==> src/rtl/regfile_pkg.sv <==
// Shared types and default sizing for the multi-port register file.
package regfile_pkg;

    typedef enum logic {
        RF_INIT,
        RF_RUN
    } rf_state_e;

    localparam int unsigned DEFAULT_DATA_WIDTH    = 32;
    localparam int unsigned DEFAULT_ADDRESS_WIDTH = 5;
    localparam int unsigned DEFAULT_NUM_READ      = 2;
    localparam int unsigned DEFAULT_NUM_WRITE     = 2;

    // Number of entries addressed by an address of width aw.
    function automatic int unsigned depth_of(input int unsigned aw);
        return 32'(1) << aw;
    endfunction

endpackage

==> src/rtl/regfile_clear_ctrl.sv <==
// Clear-sweep controller: after reset or a clear request, walks every entry
// once, issuing a zero write per edge, then raises ready.
module regfile_clear_ctrl
    import regfile_pkg::*;
#(
    parameter int unsigned ADDRESS_WIDTH = DEFAULT_ADDRESS_WIDTH
) (
    input  logic                     clk,
    input  logic                     rst,
    input  logic                     clear_req,
    output logic                     ready,
    output logic                     clr_we_c,
    output logic [ADDRESS_WIDTH-1:0] clr_addr
);

    rf_state_e                state;
    logic [ADDRESS_WIDTH-1:0] cnt;

    // Sweep FSM: INIT counts through every address, RUN waits for a clear request.
    always_ff @(posedge clk or posedge rst) begin
        if (rst) begin
            state <= RF_INIT;
            cnt   <= '0;
            ready <= 1'b0;
        end else if (state == RF_INIT) begin
            cnt <= cnt + ADDRESS_WIDTH'(1);
            if (&cnt) begin
                state <= RF_RUN;
                ready <= 1'b1;
            end
        end else if (clear_req) begin
            state <= RF_INIT;
            cnt   <= '0;
            ready <= 1'b0;
        end
    end

    assign clr_we_c = (state == RF_INIT);
    assign clr_addr = cnt;

endmodule

==> src/rtl/regfile_mp.sv <==
// Multi-port register file with hardwired-zero x0, highest-index-wins write
// merge and a hardware clear sweep.
// Optional feature: define REGFILE_BYPASS_EN to forward same-cycle write data
// to matching read ports.
module regfile_mp
    import regfile_pkg::*;
#(
    parameter int unsigned DATA_WIDTH    = DEFAULT_DATA_WIDTH,
    parameter int unsigned ADDRESS_WIDTH = DEFAULT_ADDRESS_WIDTH,
    parameter int unsigned NUM_READ      = DEFAULT_NUM_READ,
    parameter int unsigned NUM_WRITE     = DEFAULT_NUM_WRITE
) (
    input  logic                              clk,
    input  logic                              rst,
    input  logic [NUM_READ*ADDRESS_WIDTH-1:0] ReadAddr,
    output logic [NUM_READ*DATA_WIDTH-1:0]    ReadData,
    input  logic [NUM_WRITE-1:0]              WriteEnable,
    input  logic [NUM_WRITE*ADDRESS_WIDTH-1:0] WriteAddr,
    input  logic [NUM_WRITE*DATA_WIDTH-1:0]   WriteData,
    input  logic                              ClearReq,
    output logic                              Ready
);

    localparam int unsigned DEPTH = depth_of(ADDRESS_WIDTH);

    logic [DATA_WIDTH-1:0]    mem [DEPTH];
    logic                     clr_we_c;
    logic [ADDRESS_WIDTH-1:0] clr_addr;

    regfile_clear_ctrl #(
        .ADDRESS_WIDTH(ADDRESS_WIDTH)
    ) u_clear_ctrl (
        .clk      (clk),
        .rst      (rst),
        .clear_req(ClearReq),
        .ready    (Ready),
        .clr_we_c (clr_we_c),
        .clr_addr (clr_addr)
    );

    // Storage update: sweep zeroes during init; in run, ports are applied in
    // ascending order so the highest-index port wins an address conflict.
    always_ff @(posedge clk) begin
        if (clr_we_c) begin
            mem[clr_addr] <= '0;
        end else if (!ClearReq) begin
            for (int unsigned w = 0; w < NUM_WRITE; w++) begin
                if (WriteEnable[w] && (WriteAddr[w*ADDRESS_WIDTH +: ADDRESS_WIDTH] != '0)) begin
                    mem[WriteAddr[w*ADDRESS_WIDTH +: ADDRESS_WIDTH]] <= WriteData[w*DATA_WIDTH +: DATA_WIDTH];
                end
            end
        end
    end

    // Combinational read muxes; x0 and the init state always read zero.
    always_comb begin
        ReadData = '0;
        for (int unsigned r = 0; r < NUM_READ; r++) begin
            if (Ready && (ReadAddr[r*ADDRESS_WIDTH +: ADDRESS_WIDTH] != '0)) begin
                ReadData[r*DATA_WIDTH +: DATA_WIDTH] = mem[ReadAddr[r*ADDRESS_WIDTH +: ADDRESS_WIDTH]];
`ifdef REGFILE_BYPASS_EN
                for (int unsigned w = 0; w < NUM_WRITE; w++) begin
                    if (WriteEnable[w] &&
                        (WriteAddr[w*ADDRESS_WIDTH +: ADDRESS_WIDTH] == ReadAddr[r*ADDRESS_WIDTH +: ADDRESS_WIDTH])) begin
                        ReadData[r*DATA_WIDTH +: DATA_WIDTH] = WriteData[w*DATA_WIDTH +: DATA_WIDTH];
                    end
                end
`endif
            end
        end
    end

endmodule
==> config.mk <==
export PLATFORM = sky130hd
export DESIGN_NAME = regfile_mp
export DESIGN_NICKNAME = d
export VERILOG_FILES = /design/src/rtl/regfile_pkg.sv /design/src/rtl/regfile_clear_ctrl.sv /design/src/rtl/regfile_mp.sv
export SDC_FILE = /design/constraint.sdc
export NUM_CORES = 2
export LEC_CHECK = 0
export ABC_AREA = 0
export CAP_MARGIN = 40
export CORE_UTILIZATION = 38
export DETAILED_ROUTE_END_ITERATION = 12
export PLACE_DENSITY = 0.56
export SLEW_MARGIN = 15
export SYNTH_ARGS = -nofsm -noshare
export SYNTH_HDL_FRONTEND = slang
export SYNTH_SLANG_ARGS = --single-unit
==> constraint.sdc <==
create_clock -name clk -period 5.8 [get_ports clk]
set_input_delay 0.58 -clock clk [delete_from_list [all_inputs] [get_ports clk]]
set_output_delay 0.58 -clock clk [all_outputs]
set_load 0.05 [all_outputs]
==> flow_metrics.env <==
export IMPL_status="complete, no violations"
export IMPL_io_buffers=153
export IMPL_p_per_area_mw_per_mm2=304
export IMPL_crit_path_start="u_clear_ctrl.ready"
export IMPL_slowest_stage="clkdlybuf4s50_1"
export IMPL_worstPathArrival_ns=4.46
export IMPL_cts_sinks=1031
export IMPL_synth_nets=5093
export IMPL_row_count=146
export IMPL_fin_crit_ns=5.04
export IMPL_via_per_inst=6.57
export IMPL_grt_max_degree=77
export IMPL_finalSetupViolations=0
export IMPL_cp_top_family="buffers and inverters"
export IMPL_synth_edf_count=1024
export IMPL_worstReg2RegStart="u_clear_ctrl.state"
export IMPL_ys_async_sr_fraction_pct=0.679
export IMPL_p_int_uw=14500
export IMPL_fin_skew_ns=0.0386
export IMPL_path_clk_slew_ns=0.06
export IMPL_cts_tree="yes"
export IMPL_yosys_area_top_type="edfxtp_1"
export IMPL_peakVddDrop_uv=277
export IMPL_drt_total_wl_um=258000
export IMPL_grt_pass1_vias=44100
export IMPL_syn_inst=5002
export IMPL_die_width_um=402
export IMPL_grt_usage_pct=31.2
export IMPL_drc=0
export IMPL_ctsHtreeMaxLevel=3
export IMPL_drive_above_1_share_pct=22.7
export IMPL_p_leak_uw=0.0254
export IMPL_vias=46400
export IMPL_cts_setup_buffers=0
export IMPL_critPathRequiredTime_ns=5.22
export IMPL_wl_per_cell_um=36.5
export IMPL_seq_area_frac_synth_pct=50.9
export IMPL_fin_util_pct=43.5
export IMPL_post_dp_hpwl_um=160000
export IMPL_syn_area_mm2=0.0607
export IMPL_cpPeakStageDelay_ns=0.88
export IMPL_min_path_type="in2async"
export IMPL_detail_route_antenna_nets=0
export IMPL_crit_chain="inv_1 > nor3b_2 > buf_4 > nand3_1 > nand4_1 > clkdlybuf4s50_1"
export IMPL_worst_pin_slew_ns=1.11
export IMPL_cts_made_buffers=113
export IMPL_area_growth_pct=13.7
export IMPL_swShare_pct=31.1
export IMPL_first_pass_iters=6
export IMPL_drt_iter0_drc=7186
export IMPL_synth_area_per_cell_um2=12.1
export IMPL_critPathBufInv=3
export IMPL_timing_rr_end="mem[2][9]"
export IMPL_synth_cell_types=57
export IMPL_combinationalPowerShare_pct=20.8
export IMPL_synth_top_flop_cell="edfxtp_1"
export IMPL_power_share_sequential_pct=44.4
export IMPL_final_cell_mix="edfxtp_1, nand2_1, o21ai_0"
export IMPL_reg2reg_setup_slack_ns=2.04
export IMPL_start_util_pct=38.3
export IMPL_gp_congestion=0.889
export IMPL_core_mm2=0.159
export IMPL_switchingPower_uw=6530
export IMPL_p_clk_share_pct=34.8
export IMPL_grt_pass1_wl_um=353000
export IMPL_die_area_mm2=0.161
export IMPL_worstSetupPathType="reg2out"
export IMPL_hold_viol=0
export IMPL_ys_warnings_count=0
export IMPL_reg2reg_depth=6
export IMPL_drv_slew=0
export IMPL_cap_violations=0
export IMPL_worstSetupStartpointType="flop"
export IMPL_clk_latency_ns=0.77
export IMPL_rsz0062_at_grt="no"
export IMPL_fmax_mhz=198
export IMPL_ios=154
export IMPL_ctsLongestPathBuffers=3
export IMPL_final_common_cell="edfxtp_1"
export IMPL_netlist_area_leader_share_pct=50.6
export IMPL_layout_nets=4996
export IMPL_tns_ns=0
export IMPL_worstPathMaxFanout=25
export IMPL_cts_root_buf="clkbuf_16"
export IMPL_ys_ff_latch=1031
export IMPL_antenna_found_initial=12
export IMPL_endpoint_kind="primary output"
export IMPL_die_h_um=402
export IMPL_slew_headroom_pct=25.8
export IMPL_grt_overflow=0
export IMPL_min_period_over_period_pct=87.0
export IMPL_synthTopCellsByArea="edfxtp_1, mux4_2, mux2i_1, o21ai_0, mux2_4"
export IMPL_holdBufCountCts=0
export IMPL_cts_resized=0
-- synth_stat cells, types with 33 or more instances --
library cell,number
edfxtp_1,1024
nand2_1,757
o21ai_0,692
mux2i_1,520
clkbuf_1,361
a22oi_1,253
mux4_2,252
mux2_4,215
nand3_1,130
buf_2,108
mux2_2,105
nand4_1,66
a21oi_1,65
buf_1,53
clkbuf_2,53
and3_1,34
a31oi_1,33
-- layout make-up --
type	instances	area [µm²]
Inverter	40	150
Timing Repair Buffer	394	4140
Tap cell	2072	2590
Clock buffer	144	2990
Sequential cell	1031	30900
Multi-Input combinational cell	3325	27600
Clock inverter	60	614
Fill cell	14400	89500
Antenna cell	1	2.50
-- power groups by stage --
stage | clock, µW | sequential [µW] | combinational, µW
final | 7310 | 9320 | 4360
after CTS | 7320 | 9310 | 4250
after global placement | 0 | 9440 | 4130
after global routing | 7570 | 9390 | 4410
after detailed placement | 0 | 9460 | 4250
after floorplan | 0 | 9380 | 2200
-- per-layer routing --
layer	wire [µm]	share of wire (%)	GRT usage (%)
met1	95900	37	40.7
met2	115000	45	48.0
met3	30000	12	6.93
met4	16700	6.5	17.7
met5	46	0.018	0
-- flip-flops by register name, summed over array words and instances, names as in the netlist --
signal and cells:
mem 1024, u_clear_ctrl.clr_addr 5, u_clear_ctrl.ready 1, u_clear_ctrl.state 1
-- logic make-up (layout without fill, tap and decap cells) --
kind of cell	Yosys count	in the layout	share of synthesized area [%]
compound gates	1121	1121	10.8
flops	1031	1031	50.9
mux	1092	1092	25.2
buf+inv	646	638	4.75
other cells	0	1	0
fa+ha+maj	2	2	0.0412
simple gates	1110	1110	8.34
-- metrics by stage --
stage / area (µm²) / hold WS [ns] / power, µW / std cells / setup slack [ns]
after floorplan: 60700 / 0.383 / 11600 / 5002 / 1.29
after global placement: 64600 / 0.607 / 13600 / 6821 / 1.24
after detailed placement: 65300 / 0.623 / 13700 / 6856 / 1.25
after CTS: 68900 / 0.111 / 20900 / 7060 / 0.837
after global routing: 69000 / 0.148 / 21400 / 7066 / 0.770
final: 69000 / 0.142 / 21000 / 7067 / 0.756
-- worst register-to-register path, cell delays in order, from the launching register on --
cell and delay (ns):
dfrtp_1 0.79, and3b_1 0.44, o21a_4 0.66, o21ai_0 0.20, buf_4 0.21, o21bai_4 0.35, buf_4 0.69
-- how the worst max path moves through the flow --
stage / to / slack, ns / depth (start not counted)
CTS: ReadData[2] / 0.84 / 6
global route: ReadData[2] / 0.77 / 6
floorplan: mem[11][0] / 1.29 / 4
global placement: ReadData[3] / 1.24 / 7
finish: ReadData[2] / 0.76 / 6
detailed placement: ReadData[3] / 1.25 / 7
(Power assumes the default switching activity.)
